**src/rtl/pc_pkg.sv**
```systemverilog
// Shared types and helpers for the fetch-stage program-counter unit.
package pc_pkg;

  typedef enum logic [1:0] {
    ST_BOOT,
    ST_RUN,
    ST_HALT
  } pc_state_t;

  typedef enum logic [1:0] {
    PEND_NONE,
    PEND_REDIRECT,
    PEND_TRAP
  } pend_kind_t;

  // Clears the sub-instruction offset bits; instr_bytes must be a power of two.
  function automatic logic [63:0] align_mask(input int unsigned instr_bytes);
    return ~(64'(instr_bytes) - 64'd1);
  endfunction

endpackage

```
**src/rtl/pc_ras.sv**
```systemverilog
// Circular return-address stack; a push into a full stack overwrites the oldest entry.
module pc_ras #(
  parameter int unsigned DEPTH = 4,
  parameter int unsigned XLEN  = 32
) (
  input  logic            clk,
  input  logic            rst_n,
  input  logic            push,
  input  logic            pop,
  input  logic [XLEN-1:0] push_data,
  output logic [XLEN-1:0] top,
  output logic            empty
);

  localparam int unsigned PW = (DEPTH > 1) ? $clog2(DEPTH) : 1;
  localparam int unsigned CW = $clog2(DEPTH + 1);

  logic [XLEN-1:0] mem [DEPTH];
  logic [PW-1:0]   ptr_q;
  logic [CW-1:0]   cnt_q;
  logic [PW-1:0]   ptr_inc;
  logic [PW-1:0]   ptr_dec;
  logic [PW-1:0]   wr_idx;
  logic            swap;

  assign ptr_inc = (ptr_q == PW'(DEPTH - 1)) ? '0 : ptr_q + PW'(1);
  assign ptr_dec = (ptr_q == '0) ? PW'(DEPTH - 1) : ptr_q - PW'(1);
  assign empty   = (cnt_q == '0);
  assign top     = mem[ptr_q];

  // Simultaneous push and pop on a non-empty stack replaces the top in place.
  assign swap    = push && pop && !empty;
  assign wr_idx  = swap ? ptr_q : ptr_inc;

  always_ff @(posedge clk or negedge rst_n) begin
    if (!rst_n) begin
      ptr_q <= '0;
      cnt_q <= '0;
    end else if (swap) begin
      ptr_q <= ptr_q;
    end else if (push) begin
      ptr_q <= ptr_inc;
      if (cnt_q != CW'(DEPTH)) cnt_q <= cnt_q + CW'(1);
    end else if (pop && !empty) begin
      ptr_q <= ptr_dec;
      cnt_q <= cnt_q - CW'(1);
    end
  end

  always_ff @(posedge clk) begin
    if (push) mem[wr_idx] <= push_data;
  end

endmodule

```
**src/rtl/pc_unit.sv**
```systemverilog
// Fetch-stage program counter with boot/run/halt sequencing, stall-safe pending redirect and trap.
// Optional return-address stack enabled by defining PC_RAS_EN.
module pc_unit
  import pc_pkg::*;
#(
  parameter int unsigned     XLEN         = 32,
  parameter int unsigned     INSTR_BYTES  = 4,
  parameter logic [XLEN-1:0] RESET_VECTOR = '0,
  parameter int unsigned     RAS_DEPTH    = 4
) (
  input  logic            clk,
  input  logic            rst_n,
  input  logic            stall,
  input  logic            halt,
  input  logic            redirect_valid,
  input  logic [XLEN-1:0] redirect_target,
  input  logic            trap_valid,
  input  logic [XLEN-1:0] trap_vector,
`ifdef PC_RAS_EN
  input  logic            ras_push,
  input  logic            ras_pop,
`endif
  output logic [XLEN-1:0] instru_addr,
  output logic            fetch_valid,
  output logic            misaligned
);

  localparam logic [XLEN-1:0] ALIGN_MASK = XLEN'(align_mask(INSTR_BYTES));

  pc_state_t       state_q, state_d;
  pend_kind_t      pend_q, pend_d;
  logic [XLEN-1:0] pend_tgt_q, pend_tgt_d;
  logic [XLEN-1:0] addr_q, addr_d;
  logic            mis_q, mis_d;
  logic            take;
  logic [XLEN-1:0] tgt;
  logic            pop_hit;
  logic [XLEN-1:0] pop_tgt;

`ifdef PC_RAS_EN
  logic            run_go;
  logic            ras_empty;
  logic [XLEN-1:0] ras_top;

  assign run_go = (state_q == ST_RUN) && !stall;

  pc_ras #(
    .DEPTH (RAS_DEPTH),
    .XLEN  (XLEN)
  ) u_ras (
    .clk       (clk),
    .rst_n     (rst_n),
    .push      (run_go && ras_push),
    .pop       (run_go && ras_pop),
    .push_data (addr_q + XLEN'(INSTR_BYTES)),
    .top       (ras_top),
    .empty     (ras_empty)
  );

  assign pop_hit = ras_pop && !ras_empty;
  assign pop_tgt = ras_top;
`else
  assign pop_hit = 1'b0;
  assign pop_tgt = '0;
`endif

  always_comb begin
    state_d    = state_q;
    pend_d     = pend_q;
    pend_tgt_d = pend_tgt_q;
    addr_d     = addr_q;
    mis_d      = 1'b0;
    take       = 1'b0;
    tgt        = '0;
    case (state_q)
      ST_BOOT: state_d = ST_RUN;
      ST_RUN: begin
        if (stall) begin
          // A held trap can only be displaced by another trap.
          if (trap_valid) begin
            pend_d     = PEND_TRAP;
            pend_tgt_d = trap_vector;
          end else if (redirect_valid && pend_q != PEND_TRAP) begin
            pend_d     = PEND_REDIRECT;
            pend_tgt_d = redirect_target;
          end
        end else begin
          pend_d = PEND_NONE;
          if (trap_valid) begin
            take = 1'b1;
            tgt  = trap_vector;
          end else if (pend_q == PEND_TRAP) begin
            take = 1'b1;
            tgt  = pend_tgt_q;
          end else if (redirect_valid) begin
            take = 1'b1;
            tgt  = redirect_target;
          end else if (pend_q == PEND_REDIRECT) begin
            take = 1'b1;
            tgt  = pend_tgt_q;
          end else if (pop_hit) begin
            take = 1'b1;
            tgt  = pop_tgt;
          end else if (halt) begin
            state_d = ST_HALT;
          end else begin
            addr_d = addr_q + XLEN'(INSTR_BYTES);
          end
        end
      end
      ST_HALT: begin
        if (trap_valid) begin
          take    = 1'b1;
          tgt     = trap_vector;
          state_d = ST_RUN;
        end
      end
      default: state_d = ST_BOOT;
    endcase
    if (take) begin
      addr_d = tgt & ALIGN_MASK;
      mis_d  = |(tgt & ~ALIGN_MASK);
    end
  end

  always_ff @(posedge clk or negedge rst_n) begin
    if (!rst_n) begin
      state_q    <= ST_BOOT;
      pend_q     <= PEND_NONE;
      pend_tgt_q <= '0;
      addr_q     <= RESET_VECTOR;
      mis_q      <= 1'b0;
    end else begin
      state_q    <= state_d;
      pend_q     <= pend_d;
      pend_tgt_q <= pend_tgt_d;
      addr_q     <= addr_d;
      mis_q      <= mis_d;
    end
  end

  assign instru_addr = addr_q;
  assign fetch_valid = (state_q == ST_RUN);
  assign misaligned  = mis_q;

endmodule
```
**config.mk**
```make
export PLATFORM = sky130hd
export DESIGN_NAME = pc_unit
export DESIGN_NICKNAME = d
export VERILOG_FILES = /design/src/rtl/pc_pkg.sv /design/src/rtl/pc_ras.sv /design/src/rtl/pc_unit.sv
export SDC_FILE = /design/constraint.sdc
export NUM_CORES = 1
export LEC_CHECK = 0
export ABC_AREA = 1
export BUFFER_PORTS_ARGS = -buffer_cell sky130_fd_sc_hd__buf_2
export CAP_MARGIN = 10
export CORE_MARGIN = 2
export CORE_UTILIZATION = 45
export DETAILED_ROUTE_END_ITERATION = 6
export PLACE_DENSITY = 0.68
export SLEW_MARGIN = 30
export SYNTH_ARGS = -nofsm -noshare
export SYNTH_HDL_FRONTEND = slang
export SYNTH_HIERARCHICAL = 1
export SYNTH_SLANG_ARGS = --single-unit
```
**constraint.sdc**
```tcl
create_clock -name clk -period 3.54 [get_ports clk]
set_input_delay 0.885 -clock clk [delete_from_list [all_inputs] [get_ports clk]]
set_output_delay 0.885 -clock clk [all_outputs]
set_load 0.02 [all_outputs]
```
==> qor.log <==
[worst_hold_path] worst min path class reg -> reg
[logic_synthesis] cell count after synthesis 760
[critical_path] cell type of the slowest stage on the worst timing path nand2_2
[critical_path] Setup crit end instru_addr[29]
[logic_synthesis] Most used DFF post-synth dfrtp_1
[logic_synthesis] post-synthesis simple-gate area fraction 39.2%
[logic_synthesis] Synth async-reset ratio 100%
[global_route] busiest metal layer after global routing met2
[sta] Finish-stage setup viols 0
[sta] transition time of the tightest slew-check pin 0.769 ns
[clocking] clk_lat worst skew 0.35 ns
[drt] Final Routed Wirelength 15,400 µm
[placement] hpwl dp 11,300 µm
[logic_synthesis] fraction of the mapped netlist area in adder cells 1.30%
[global_route] initial antenna violation count 0
[logic_synthesis] share of the synthesized area in compound gates (AO/OA/AOI/OAI) 14.4%
[finish] synth-to-layout area growth 16.4%
[critical_path] depth of the worst register-to-register path 9
[critical_path] element type at the critical path start primary input
[floorplan] effective utilization at floorplan 46.5%
[critical_path] critical setup path kind in -> reg
[sta] number of pins with negative max-slew slack in the final report 0
[placement] cell area reported after detailed placement 0.00538 mm²
[logic_synthesis] number of storage elements in the synthesis netlist 67
[sta] final number of hold-violating endpoints 0
[critical_path] Worst setup EP type flop
[clocking] clock buffer depth 2
[clocking] Clock transition at path regs 0.08 ns
[sta] relative slew slack 48.7%
[placement] port buffer count 101
[pwr] Pwr per Cell Area 741 mW/mm²
[floorplan] horizontal extent of the die 107 µm
[sta] FMAX 364 MHz
[drt] DRC violation count after routing 0
[finish] antenna diode instance count 0
[critical_path] longest individual stage delay on the worst path 0.41 ns
[global_route] wire length of the first global-routing pass 24,900 µm
[finish] share of post-route cells with drive strength above 1 16.9%
[floorplan] number of top-level design ports 104
[critical_path] critical register-to-register path startpoint state_q[0]
[logic_synthesis] area of the mapped netlist 0.00482 mm²
[critical_path] data arrival time at the worst-slack endpoint 2.98 ns
[finish] post-route cell area 0.00561 mm²
[pwr] leakage power summed over all cells 2.84 nW
[sta] final worst-path cycle share 77.7%
[logic_synthesis] post-synthesis mux area share 0%
[pwr] worst supply voltage drop on vdd 0.374 mV
[clocking] TritonCTS clock tree yes
[critical_path] Stages on worst setup path 8
[finish] leading cell types in the layout, fill and taps excluded nand2_1 (256), nor2_1 (111), buf_2 (101)
[critical_path] cells traversed along the worst timing path buf_2, inv_1, nand2_1, nand2_2, nand2_2, inv_2, a21oi_1, a21oi_1
[logic_synthesis] cell types with the largest area share after synthesis dfrtp_1 (35%), nand2_1 (20%), nor2_1 (8.6%), nand3_1 (5.1%), a21oi_1 (4.8%)
[drt] iteration count of the initial detailed-routing pass 7
[placement] Placer Congestion 0.965
[critical_path] data required time of the critical path 3.77 ns
[floorplan] height of the die 107 µm
[logic_synthesis] number of enable-type register cells in the synthesized netlist 0
[global_route] largest net degree at the start of global routing 47
[logic_synthesis] Yosys cell types 33
[finish] number of nets in the finished design 921
[clocking] number of buffers inserted by hold repair at cts 0
[global_route] Total Routing Usage GR 27.4%
[clocking] number of levels the H-tree was split into 3
[clocking] Setup Fix Bufs, Post-CTS 0
[critical_path] buffering stage count on the worst path with inverters included 3
[logic_synthesis] dominant combinational cell family by area after synthesis simple AND/OR/NAND/NOR gates
[floorplan] area of the die 0.0115 mm²
[critical_path] critical path startpoint trap_valid
[logic_synthesis] area share of the leading cell type in the synthesized netlist 34.8%
[flow_run] max capacitance violation total 0
[status] status complete, no violations
[logic_synthesis] post-synthesis sequential area ratio 34.8%
[drt] post-DR vias/cell 5.49
[global_route] met3 routing resource usage after global routing 4.96%
[drt] Vias 5,419
[global_route] leftover overflow at the end of global routing 0
[critical_path] setup slack of the worst register-to-register path 0.86 ns
[logic_synthesis] parity-gate share of the synthesized area counting xor and xnor cells 1.45%
[sta] worst-case clock skew 0.00876 ns
[clocking] PostCTS Resize Cnt 0
[sta] minimum clock period 2.75 ns
[clocking] Inserted Clock Buffers 9
[critical_path] critical-path maximum fanout 25
[logic_synthesis] largest area contributor in the netlist dfrtp_1
[critical_path] RR Endpoint instru_addr[29]
[floorplan] Core Footprint 0.0104 mm²
[sta] setup TNS after final layout 0 ns
[global_route] fraction of met2 tracks used by global routing 41.9%
[floorplan] Cell Rows 37
[clocking] Clock Root Buffer clkbuf_8
[critical_path] cell family with most CP delay buffers and inverters
[drt] antenna viol nets, final 0
[global_route] via count of the first global-routing pass 4,924
[logic_synthesis] warning count from the yosys run 6
[drt] post-detailed-route wirelength per cell 15.6 µm
[global_route] M1 GR Usage 39.9%
[drt] DR iter-0 viols 496
[finish] most common cell after layout, fill and taps aside nand2_1
[logic_synthesis] Post-Syn Area per Cell 6.34 µm²
[sta] setup repair after global routing missed its margin false
[clocking] total number of clock tree sinks 67
-- Yosys cell counts (2+ instances only) --
cell,instances
a21oi_1,46
a31oi_1,16
buf_1,3
buf_2,17
buf_4,6
clkbuf_1,9
dfrtp_1,67
ha_1,5
inv_1,57
inv_2,3
nand2_1,257
nand2_2,3
nand3_1,49
nand3b_1,12
nand4_1,7
nor2_1,111
nor2_2,2
nor3_1,6
nor4_1,2
o211ai_1,18
o21ai_0,37
o21ai_1,3
o22ai_1,2
or2_2,7
xnor2_1,6
xor2_1,2
-- routing by layer --
layer / vias to the layer above / wire length [µm]
met5: - / 0
li1: 2620 / -
met1: 2502 / 7210
met3: 27 / 1260
met4: 0 / 297
met2: 270 / 6670
-- layout make-up --
class,count,area [µm²]
flip-flops and latches,67,1680
fillers,1053,4760
repair buffers,111,581
well taps,136,170
inverters,61,229
clock inverters,5,75.1
clock buffers,11,151
multi-input cells,596,2730
-- per-stage QoR --
stage	setup WS [ns]	utilization, %	hold WS (ns)	instances	total power, mW
2_1_floorplan	1.45	-	0.476	761	2.78
3_3_place_gp	0.583	51.9	0.496	971	3.34
3_5_place_dp	0.479	51.9	0.504	971	3.39
4_1_cts	0.858	54.1	0.520	987	4.13
5_1_grt	0.602	54.1	0.551	987	4.49
6_report	0.790	54.1	0.522	987	4.16
-- flip-flops by register name (all words and copies together), names as in the netlist --
register     flops
pend_tgt_q      32
instru_addr     30
pend_q           2
state_q          2
misaligned       1
-- where the power goes --
group	total [mW]	switching (mW)	leakage [nW]	internal [mW]
Clock	0.744	0.312	0.119	0.432
Combinational	1.93	1.28	1.92	0.654
Sequential	1.48	0.362	0.800	1.12
-- worst register-to-register path: stages (launching register included) --
cell and delay [ns]:
dfrtp_1 0.38, inv_1 0.08, ha_1 0.58, inv_1 0.14, nor2_4 0.16, nand2_2 0.21, nand2_2 0.41, inv_2 0.29
a21oi_1 0.22, a21oi_1 0.09
-- worst min-delay path by stage --
stage,startpoint,end,cells past startpoint
global route,pend_tgt_q[25],pend_tgt_q[25],2
floorplan,pend_tgt_q[7],pend_tgt_q[7],2
detailed placement,pend_tgt_q[7],pend_tgt_q[7],2
global placement,pend_tgt_q[7],pend_tgt_q[7],2
finish,pend_tgt_q[7],pend_tgt_q[7],2
CTS,pend_tgt_q[7],pend_tgt_q[7],2
-- cell families after synthesis --
kind of cell	count (synthesis)
flip-flops	67
AO/OA/AOI/OAI	124
other	1
adder cells (fa/ha/maj)	5
XOR/XNOR	8
AND/OR/NAND/NOR	457
buffers and inverters	98
Power figures use the tool's default switching activity.
